### src/rtl/seg7_scan_mux.sv
// seg7_scan_mux: time-multiplexed N-digit hex seven-segment scanner.
// Holds N hex nibbles in a tear-free shadow register and scans them one digit
// per PRESCALE-cycle slot. New data is accepted into a pending register on
// 'load' and is committed to the shadow only at the frame boundary.
// Optional feature macro: SEG7_SCAN_DP_EN adds a per-digit decimal point
// (input dp, output dp_out) that travels through pending/shadow with the data.
//
// Update-handshake FSM:
//   state   | meaning
//   ST_IDLE | shadow holds the latest data, nothing waiting
//   ST_PEND | pending holds newer data, committed at the next frame wrap

module seg7_scan_mux #(
    parameter int N_DIGITS = 4,
    parameter int PRESCALE = 50000
) (
    input  logic                    clk,
    input  logic                    rst,
    input  logic [4*N_DIGITS-1:0]   data,
    input  logic [N_DIGITS-1:0]     blank,
    input  logic                    load,
`ifdef SEG7_SCAN_DP_EN
    input  logic [N_DIGITS-1:0]     dp,
    output logic                    dp_out,
`endif
    output logic [6:0]              seg,
    output logic [N_DIGITS-1:0]     an,
    output logic                    busy,
    output logic                    frame_done
);

    localparam int PW = (PRESCALE > 1) ? $clog2(PRESCALE) : 1;
    localparam int IW = (N_DIGITS > 1) ? $clog2(N_DIGITS) : 1;
    localparam logic [PW-1:0] PCNT_LAST = PW'(PRESCALE - 1);
    localparam logic [IW-1:0] IDX_LAST  = IW'(N_DIGITS - 1);

    typedef enum logic {
        ST_IDLE = 1'b0,
        ST_PEND = 1'b1
    } state_t;

    state_t                  r_state;
    state_t                  w_state_nxt;

    logic [PW-1:0]           r_pcnt;
    logic [IW-1:0]           r_idx;
    logic [4*N_DIGITS-1:0]   r_pending;
    logic [4*N_DIGITS-1:0]   r_shadow;
    logic                    r_wrapped;

    logic                    w_tick;
    logic                    w_wrap;
    logic                    w_busy;
    logic [3:0]              w_nib;
    logic                    w_blank;
    logic [N_DIGITS-1:0]     w_an;
    logic [6:0]              w_seg;

`ifdef SEG7_SCAN_DP_EN
    logic [N_DIGITS-1:0]     r_pend_dp;
    logic [N_DIGITS-1:0]     r_shadow_dp;
    logic                    w_dp;
`endif

    // Full hex 0-F decode, bit0 = a ... bit6 = g.
    function automatic logic [6:0] hex_decode(input logic [3:0] nib);
        logic [6:0] pat;
        case (nib)
            4'h0:    pat = 7'h3F;
            4'h1:    pat = 7'h06;
            4'h2:    pat = 7'h5B;
            4'h3:    pat = 7'h4F;
            4'h4:    pat = 7'h66;
            4'h5:    pat = 7'h6D;
            4'h6:    pat = 7'h7D;
            4'h7:    pat = 7'h07;
            4'h8:    pat = 7'h7F;
            4'h9:    pat = 7'h6F;
            4'hA:    pat = 7'h77;
            4'hB:    pat = 7'h7C;
            4'hC:    pat = 7'h39;
            4'hD:    pat = 7'h5E;
            4'hE:    pat = 7'h79;
            default: pat = 7'h71;
        endcase
        return pat;
    endfunction

    assign w_tick = (r_pcnt == PCNT_LAST);
    assign w_wrap = w_tick && (r_idx == IDX_LAST);

    // Slot prescaler: counts 0..PRESCALE-1, tick on the last count.
    always_ff @(posedge clk or posedge rst) begin
        if (rst) begin
            r_pcnt <= '0;
        end else if (w_tick) begin
            r_pcnt <= '0;
        end else begin
            r_pcnt <= r_pcnt + PW'(1);
        end
    end

    // Digit index advances once per slot and wraps at the frame boundary.
    always_ff @(posedge clk or posedge rst) begin
        if (rst) begin
            r_idx <= '0;
        end else if (w_wrap) begin
            r_idx <= '0;
        end else if (w_tick) begin
            r_idx <= r_idx + IW'(1);
        end
    end

    // Handshake state register.
    always_ff @(posedge clk or posedge rst) begin
        if (rst) begin
            r_state <= ST_IDLE;
        end else begin
            r_state <= w_state_nxt;
        end
    end

    // Handshake next state: a load on the wrap cycle bypasses pending entirely.
    always_comb begin
        w_state_nxt = r_state;
        case (r_state)
            ST_IDLE: if (load && !w_wrap) w_state_nxt = ST_PEND;
            ST_PEND: if (w_wrap)          w_state_nxt = ST_IDLE;
            default:                      w_state_nxt = ST_IDLE;
        endcase
    end

    // Handshake outputs.
    always_comb begin
        w_busy = (r_state == ST_PEND);
    end

    assign busy = w_busy;

    // Pending capture (last load wins) and shadow commit aligned with the idx wrap.
    always_ff @(posedge clk or posedge rst) begin
        if (rst) begin
            r_pending <= '0;
            r_shadow  <= '0;
        end else begin
            if (load) begin
                r_pending <= data;
            end
            if (w_wrap && load) begin
                r_shadow <= data;
            end else if (w_wrap && w_busy) begin
                r_shadow <= r_pending;
            end
        end
    end

`ifdef SEG7_SCAN_DP_EN
    // Decimal points follow exactly the same pending/shadow path as the nibbles.
    always_ff @(posedge clk or posedge rst) begin
        if (rst) begin
            r_pend_dp   <= '0;
            r_shadow_dp <= '0;
        end else begin
            if (load) begin
                r_pend_dp <= dp;
            end
            if (w_wrap && load) begin
                r_shadow_dp <= dp;
            end else if (w_wrap && w_busy) begin
                r_shadow_dp <= r_pend_dp;
            end
        end
    end
`endif

    // Select the current digit's nibble, blank bit and one-hot anode.
    always_comb begin
        w_nib   = 4'h0;
        w_blank = 1'b0;
        w_an    = '0;
`ifdef SEG7_SCAN_DP_EN
        w_dp    = 1'b0;
`endif
        for (int i = 0; i < N_DIGITS; i++) begin
            if (r_idx == IW'(i)) begin
                w_nib   = r_shadow[4*i +: 4];
                w_blank = blank[i];
                w_an[i] = 1'b1;
`ifdef SEG7_SCAN_DP_EN
                w_dp    = r_shadow_dp[i];
`endif
            end
        end
        w_seg = hex_decode(w_nib);
        if (w_blank) begin
            w_an  = '0;
            w_seg = 7'h00;
`ifdef SEG7_SCAN_DP_EN
            w_dp  = 1'b0;
`endif
        end
    end

    // Remember the wrap so frame_done lines up with the first digit-0 output cycle.
    always_ff @(posedge clk or posedge rst) begin
        if (rst) begin
            r_wrapped <= 1'b0;
        end else begin
            r_wrapped <= w_wrap;
        end
    end

    // Registered display outputs, one cycle behind idx/shadow/blank.
    always_ff @(posedge clk or posedge rst) begin
        if (rst) begin
            an         <= '0;
            seg        <= '0;
            frame_done <= 1'b0;
        end else begin
            an         <= w_an;
            seg        <= w_seg;
            frame_done <= r_wrapped;
        end
    end

`ifdef SEG7_SCAN_DP_EN
    // Registered decimal point, aligned with an/seg.
    always_ff @(posedge clk or posedge rst) begin
        if (rst) begin
            dp_out <= 1'b0;
        end else begin
            dp_out <= w_dp;
        end
    end
`endif

endmodule

### config.mk
export PLATFORM = sky130hd
export DESIGN_NAME = seg7_scan_mux
export DESIGN_NICKNAME = d
export VERILOG_FILES = /design/src/rtl/seg7_scan_mux.sv
export SDC_FILE = /design/constraint.sdc
export NUM_CORES = 1
export LEC_CHECK = 0
export ABC_CLOCK_PERIOD_IN_PS = 7100
export CAP_MARGIN = 15
export CORE_AREA = 2 2 87 131
export CTS_CLUSTER_SIZE = 25
export DETAILED_ROUTE_END_ITERATION = 8
export DIE_AREA = 0 0 89 133
export SKIP_CTS_REPAIR_TIMING = 1
export SYNTH_ARGS = -nofsm -noshare
export SYNTH_HDL_FRONTEND = slang
export SYNTH_SLANG_ARGS = --single-unit
### constraint.sdc
create_clock -name clk -period 7.1 [get_ports clk]
set_input_delay 0.71 -clock clk [delete_from_list [all_inputs] [get_ports clk]]
set_output_delay 0.71 -clock clk [all_outputs]
set_load 0.01 [all_outputs]
Word-level counts from Yosys, hierarchy flattened
Memories as Yosys holds them, arrays and structs flattened.
Cells that the tools add are included.
Storage, ports and cells
  memories kept: 1
  input port bits: 23
  register bits after elaboration: 64
  latch bits: 0
  RAM bits: 0
  output and inout port bits: 13
  word-level logic and storage cells: 47
  memory bits (read-only): 112
Memory list
  (no name shown): words 16, bits a word 7, read ports 1, clocked after Yosys merged registers in 0, wr ports 0, line 68  | case (nib)
Operators by class
  equal/unequal tests: 4
  bitwise logic cells: 1
  shifts and indexed selects: 0
  $mul: 0
  magnitude comparators: 0
  reduce and logical (&&, ||, !) cells: 8
  $add $sub $neg: 2
  multiplexer cells: 22
  divide/modulo/power cells: 0
Operators by type and width (number)
  $mux 16: 3
  $mux 4: 5
  $add 16x1->16 const B: 1
  $eq 16x16->1 const B: 1
  $mux 1: 10
  $mux 7: 1
  $eq 2x2->1 const B: 2
  $logic_and 1x1->1: 4
  $mux 2: 2
  $reduce_bool 2->1: 2
  $add 2x1->2 const B: 1
  $eq 2x1->1 const B: 1
  $logic_not 2->1: 1
  $pmux 1 s2: 1
  $logic_not 1->1: 1
  $not 1->1: 1

Depth between registers and ports, before layout
Gate-level depths: netlist of the first run.
An unclocked memory read counts as a cell.
  depth after elaboration: 7
  gate-level depth with buffers: 11
  gate-level depth less buffers: 10

Worst setup path before layout of the first run
No wires, ideal clock.
  path type: flip-flop to flip-flop
  from: register r_idx[0]
  to: register seg[6]
  cell stages (with the launch flop): 10
  path slack: 4766 ps
  arrival time: 2230 ps
  clock period less this slack: 2334 ps
  path buffers: 1
  setup time: 104 ps
  path through: dfrtp_1 > ha_1 > buf_2 > or2_2 > o221ai_1 > inv_1 > ha_1 > inv_1 > o21ai_0 > a221oi_1
On the way
  longest elaborated chain between the ends: 7
  elaborated cells on any way between the ends: 14
  those cells by class: 3 x eq/ne; 9 x mux; 1 x reduce/logical; 1 x memory
RTL lines
  start, declared: line 46  | logic [IW-1:0] r_idx;
  start signal, assigned: line 110  | r_idx <= r_idx + IW'(1);
  $logic_not 2->1: line 185  | if (r_idx == IW'(i)) begin
  $mux 4 (4 in a row): line 185
  $mem_v2 16x7
  $mux 7 *: line 195  | if (w_blank) begin
  net w_seg[6]: line 57  | logic [6:0] w_seg;
  end signal, assigned: line 221  | seg <= w_seg;
  end, declared: line 26  | output logic [6:0] seg,
Mark *: on every way through the listed nets, which the timed path passes. The rest lies on a longest branch.
A chain may end at the register's enable or synchronous reset.

Final worst setup path of the first run
Ends and elaborated chain as after synthesis.

==> impl_metrics.csv, run 1 <==
group,metric,value,unit
detailed_routing,vias,1920,
timing,maxSlewViolCount,0,
floorplan,rows,47,
synthesis,synth_top_family_by_area,"simple AND/OR/NAND/NOR gates",
min_path,hold_path_class,"flop to flop",
synthesis,synthXorXnorAreaFrac,3.856,%
global_route,grt_overflow_total,0,
global_route,grt_pass1_vias,2037,
synthesis,synth_area,0.002953,mm2
clock_network,tritoncts,"built",
global_route,grt_start_max_net_pins,65,
min_path,min-delay-start,"r_wrapped",
setup_path,slowest_delay,520,ps
clock_network,worstSkewPairLatency,330,ps
floorplan,die-area,0.01184,mm2
synthesis,synthMuxAreaShare,13.14,%
detailed_routing,drt_iter0_markers,66,
setup_path,reg2reg_from,"r_idx[0]",
global_route,grt_pass1_wl,9777,um
floorplan,core-area,0.01082,mm2
place,gp_congestion,0.7751,
timing,post-route-period-util,37.64,%
status,status,"completed",
timing,max_freq,0.3742,GHz
global_route,antenna_found_initial,0,
floorplan,start_util,27.29,%
setup_path,crit_buf_inv,2,
setup_path,cp-end-kind,"flop",
setup_path,cp.required,7320,ps
synthesis,synth_compound_area_share,7.415,%
timing,rsz0062_at_grt,"false",
place,dp.cells,428,
setup_path,critPathLaunchType,"flop",
synthesis,synthCells,251,
floorplan,die_y,133,um
detailed_routing,drt-total-wl,5769,um
final_layout,diodes,0,
setup_path,worstSetupPathType,"flop to flop",
synthesis,synth-seq-cells,64,
job,drv.max_cap_violation_count,0,
power,power.ir.vdd_worst,105.3,uV
synthesis,synth_cell_types,36,
detailed_routing,viasPerCell,4.324,
setup_path,critical_path.max_fanout,14,
global_route,grtUsageTotal,11.00,%
detailed_routing,drcViolationCount,0,
setup_path,crit_path_start,"r_idx[0]",
final_layout,drive_gt1_share,17.51,%
synthesis,postSynthAreaPerCell,11.76,um2
floorplan,fp.dieW,89,um
setup_path,crit_chain,"ha_1 > or2_2 > o221ai_1 > inv_1 > ha_1 > inv_1 > o21ai_0 > a221oi_1",
timing,setup_viol,0,
power,leakage,1.724,nW
synthesis,yosys_warnings,0,
synthesis,synth-simple-area-share,13.35,%
clock_network,root_buffer,"clkbuf_16",
place,dp_hpwl,3979,um
timing,fin_skew,3.902,ps
place,port-buffer-count,35,
timing,post-route-min-period,2672,ps
detailed_routing,wire_per_inst,12.99,um
floorplan,io_pins,36,
clock_network,clk_pin_slew,50,ps
setup_path,critPathArrivalTime,2890,ps
timing,fin_tns_setup,0,ps
synthesis,synth_fa_ha_area_share,4.661,%
detailed_routing,drtPass1Iterations,4,
clock_network,cts_made_buffers,9,
setup_path,crit_slowest_cell,"o221ai_1",
synthesis,synthesis.nets,285,
clock_network,max-clock-path-buffers,2,
timing,maxSlewHeadroom,40.83,%
final_layout,layout.cells.non_filler,444,
timing,worst_pin_slew,884.8,ps
clock_network,numClockSinks,64,
timing,finalHoldViolCount,0,
setup_path,cp_top_family,"compound AO/OA/AOI/OAI gates",
power,power_density,219.9,mW/mm2
synthesis,synth_seq_area_share,54.24,%
final_layout,fill_cells,1120,
final_layout,areaGrowthSynthToFinish,26.74,%
clock_network,htreeDepth,3,
final_layout,num-nets-final,327,
detailed_routing,antenna_left,0,
-- per-layer routing --
layer  GRT usage [%]  share of wire (%)  up-vias
met5               0                  0        -
met4           5.141                2.0        0
met3           4.616                4.4       10
met2           17.79                 50       29
met1           12.32                 43      943
li1                -                  -      938
-- cells in the final DEF, fill, tap and decap left out, types with 2 or more instances in the layout --
cell type,netlist,final
clkdlybuf4s50_1,0,35
o21ai_0,14,14
clkbuf_16,0,9
nand2b_1,5,5
mux2i_1,2,2
nor2b_1,3,3
nor2_1,19,19
a211oi_1,3,3
nor3_1,3,3
dfrtp_1,64,64
clkbuf_1,5,4
or2_2,2,2
xnor2_1,6,6
nand3b_1,2,2
buf_4,0,2
clkbuf_8,0,2
mux2_2,22,22
nand4_1,5,5
o221ai_1,2,2
xor2_1,7,7
inv_1,17,16
nand2_1,18,18
nand3_1,6,6
nor3b_1,2,2
a21o_1,2,2
a21oi_1,6,6
mux2_4,8,8
a22oi_1,3,3
and2_1,4,4
ha_1,11,11
-- path summary, 6_finish.rpt --
kind	to	slack [ps]	cells after the start
hold reg to reg	frame_done	350	0
hold / removal	frame_done	350	0
setup / recovery	seg[6]	4430	8
max in group asynchronous	seg[3]	5630	3
setup reg to reg	seg[6]	4430	8
min in group asynchronous	r_pcnt[1]	930	3
-- cell type report --
type / instances / area (um2) / area share, %
tap: 147 / 183.9 / 4.915
sequential: 64 / 1602 / 42.80
timing repair buffer: 38 / 372.9 / 9.963
multi-input combinational: 163 / 1252 / 33.47
clock buffer: 15 / 267.8 / 7.155
inverter: 17 / 63.81 / 1.705
-- Yosys cell counts --
cell type	n	area, um2
o221a_2	1	11.26
xnor2_1	6	52.55
a21o_1	2	15.01
a2bb2oi_1	1	8.760
nand3b_1	2	15.01
a211oi_2	1	12.51
mux2_2	22	247.7
dfrtp_1	64	1602
nand2b_1	5	31.28
nor2_1	19	71.32
xor2_1	7	61.31
a211oi_1	3	22.52
nand3_1	6	30.03
clkbuf_1	5	18.77
inv_1	17	63.81
ha_1	11	137.6
nor4_4	1	21.27
or4b_4	1	13.76
nor3_1	3	15.01
nand3b_4	1	20.02
nand2_1	18	67.56
buf_6	1	11.26
and2_1	4	25.02
or2_2	2	12.51
mux2i_1	2	20.02
o221ai_1	2	17.52
a21oi_1	6	30.03
nand4_1	5	31.28
nor2b_1	3	18.77
a221oi_1	1	8.760
mux2_4	8	120.1
a22oi_1	3	22.52
nor3b_1	2	15.01
buf_2	1	5.000
o21ai_0	14	70.07
nor4_1	1	6.260
-- registers in the layout, summed over array words and instances, names as in the netlist --
name	cells
r_pcnt	16
r_pending	16
r_shadow	16
seg	7
an	4
r_idx	2
busy	1
frame_done	1
r_wrapped	1
-- cell families after synthesis --
kind of cell | Yosys count
buf+inv | 24
simple gates | 73
mux | 32
xor+xnor | 13
flops | 64
compound gates | 34
fa+ha+maj | 11
-- per-stage QoR --
step | cell area, um2 | utilization [%] | power (W) | hold WS, ps | setup WS [ps]
after floorplan | 2953 | - | 0.0004073 | 331.2 | 4766
after global placement | 3467 | 32.04 | 0.0004305 | 337.1 | 4340
after detailed placement | 3467 | 32.04 | 0.0004312 | 341.9 | 4275
after CTS | 3735 | 34.52 | 0.0008320 | 352.0 | 4385
after global routing | 3742 | 34.59 | 0.0008518 | 362.6 | 4213
final | 3742 | 34.59 | 0.0008228 | 346.4 | 4428
-- report_power, final --
part	internal [W]	switching, W
Sequential	0.000376	0.00000269
Combinational	0.0000246	0.0000200
Clock	0.000253	0.000146
Total	0.000654	0.000168
Power figures use the tool's default switching activity.
==> run 2, diff against run 1 <==
ABC_CLOCK_PERIOD_IN_PS = 2250   (was 7100)
clock period = 2.25 ns   (was 7.1 ns; I/O delays follow)
==> impl_metrics.csv, run 2 (same netlist as run 1, synthesis figures left out) <==
group,metric,value,unit
status,status,"completed",
timing,post-route-period-util,93.13,%
final_layout,top_regs,"r_pcnt (16), r_pending (16), r_shadow (16)",
final_layout,layout.cells.non_filler,452,
clock_network,numClockSinks,64,
timing,max_freq,0.4772,GHz
detailed_routing,wire_per_inst,12.56,um
final_layout,drive_gt1_share,21.31,%
timing,setup_viol,0,
timing,post-route-min-period,2095,ps
clock_network,htreeDepth,3,
final_layout,diodes,0,
job,drv.max_cap_violation_count,0,
global_route,grt_pass1_wl,9749,um
floorplan,core-area,0.01082,mm2
final_layout,seq_area,0.001602,mm2
timing,finalHoldViolCount,0,
floorplan,fp.dieW,89,um
setup_path,critical_path.max_fanout,4,
global_route,grt_pass1_vias,2101,
final_layout,layout_commonest_cell,"dfrtp_1",
global_route,grt_overflow_total,0,
clock_network,clk_pin_slew,50,ps
global_route,grtUsageTotal,10.75,%
place,dp_hpwl,4401,um
final_layout,fill_cells,1102,
detailed_routing,drt-total-wl,5677,um
global_route,grt_start_max_net_pins,46,
detailed_routing,drcViolationCount,0,
power,power.ir.vdd_worst,299.0,uV
place,gp_congestion,0.7941,
timing,maxSlewHeadroom,70.33,%
place,dp.cells,437,
floorplan,die_y,133,um
final_layout,areaGrowthSynthToFinish,30.59,%
final_layout,final_cell_mix,"dfrtp_1, clkdlybuf4s50_1, mux2_2",
place,post-place-ws,80.22,ps
global_route,antenna_found_initial,0,
setup_path,cp.required,2460,ps
clock_network,max-clock-path-buffers,2,
clock_network,tritoncts,"built",
detailed_routing,viasPerCell,4.285,
setup_path,worstSetupPathType,"flop to flop",
setup_path,cp-end-kind,"flop",
timing,rsz0062_at_grt,"true",
floorplan,die-area,0.01184,mm2
setup_path,crit_path_start,"r_idx[0]",
final_layout,num-nets-final,335,
timing,maxSlewViolCount,0,
final_layout,multi_input_area,0.001272,mm2
detailed_routing,vias,1937,
min_path,hold_path_class,"input port to async pin",
power,power_density,693.1,mW/mm2
detailed_routing,drt_iter0_markers,83,
floorplan,start_util,27.29,%
detailed_routing,drtPass1Iterations,4,
setup_path,critPathLaunchType,"flop",
power,leakage,1.781,nW
floorplan,io_pins,36,
timing,worst_slack,154.5,ps
clock_network,cts_made_buffers,9,
timing,fin_skew,5.675,ps
timing,worst_pin_slew,441.0,ps
setup_path,reg2reg_from,"r_idx[0]",
final_layout,fin_util,35.64,%
setup_path,critPathArrivalTime,2300,ps
clock_network,worstSkewPairLatency,320,ps
floorplan,rows,47,
detailed_routing,antenna_left,0,
clock_network,root_buffer,"clkbuf_16",
place,port-buffer-count,35,
[run 2: metrics by stage]
| step | cell area, um2 | hold WS [ps] | power (W) | setup TNS [ps] |
|---|---|---|---|---|
| finish | 3856 | 232.3 | 0.002673 | 0 |
| global route | 3856 | 265.6 | 0.002797 | -19.67 |
| CTS | 3842 | 247.1 | 0.002712 | 0 |
| detailed placement | 3553 | 341.2 | 0.001370 | 0 |
| global placement | 3553 | 338.7 | 0.001366 | 0 |
| floorplan | 2959 | 331.2 | 0.001285 | 0 |
[run 2: critical path, cell delays in order, from the launching register on]
cell	delay [ps]
dfrtp_1	380
inv_1	90
ha_1	220
or2_2	350
o221a_2	340
ha_1	310
a21oi_1	70
a22oi_1	170
nor2_1	60
[run 2: cell type report]
type | instances | area share (%)
timing repair buffer | 46 | 11.55
clock inverter | 3 | 1.103
sequential | 64 | 41.53
inverter | 17 | 1.655
tap | 147 | 4.770
multi-input combinational | 163 | 33.00
clock buffer | 12 | 6.392
[run 2: path summary, 6_finish.rpt]
| kind | endpoint | slack, ps | cells after the start |
|---|---|---|---|
| setup / recovery | seg[3] | 150 | 8 |
| hold / removal | r_pending[4] | 230 | 2 |
| setup reg to reg | seg[3] | 150 | 8 |
| hold reg to reg | frame_done | 350 | 0 |
| max in group asynchronous | r_pending[10] | 1440 | 3 |
| min in group clk | frame_done | 350 | 0 |
[run 2: power by group]
group / switching [W] / total [W] / internal [W]
Sequential: 0.00000950 / 0.00120 / 0.00119
Combinational: 0.0000642 / 0.000147 / 0.0000831
Clock: 0.000450 / 0.00133 / 0.000878
Total: 0.000524 / 0.00267 / 0.00215
[run 2: layer usage]
layer  wire length, um  global-route usage [%]  part of all wire (%)
met1              2248                   11.43                    40
met2              3159                   19.36                    56
met3               166                   3.306                   2.9
met4               103                   3.980                   1.8
met5                 0                       0                     0
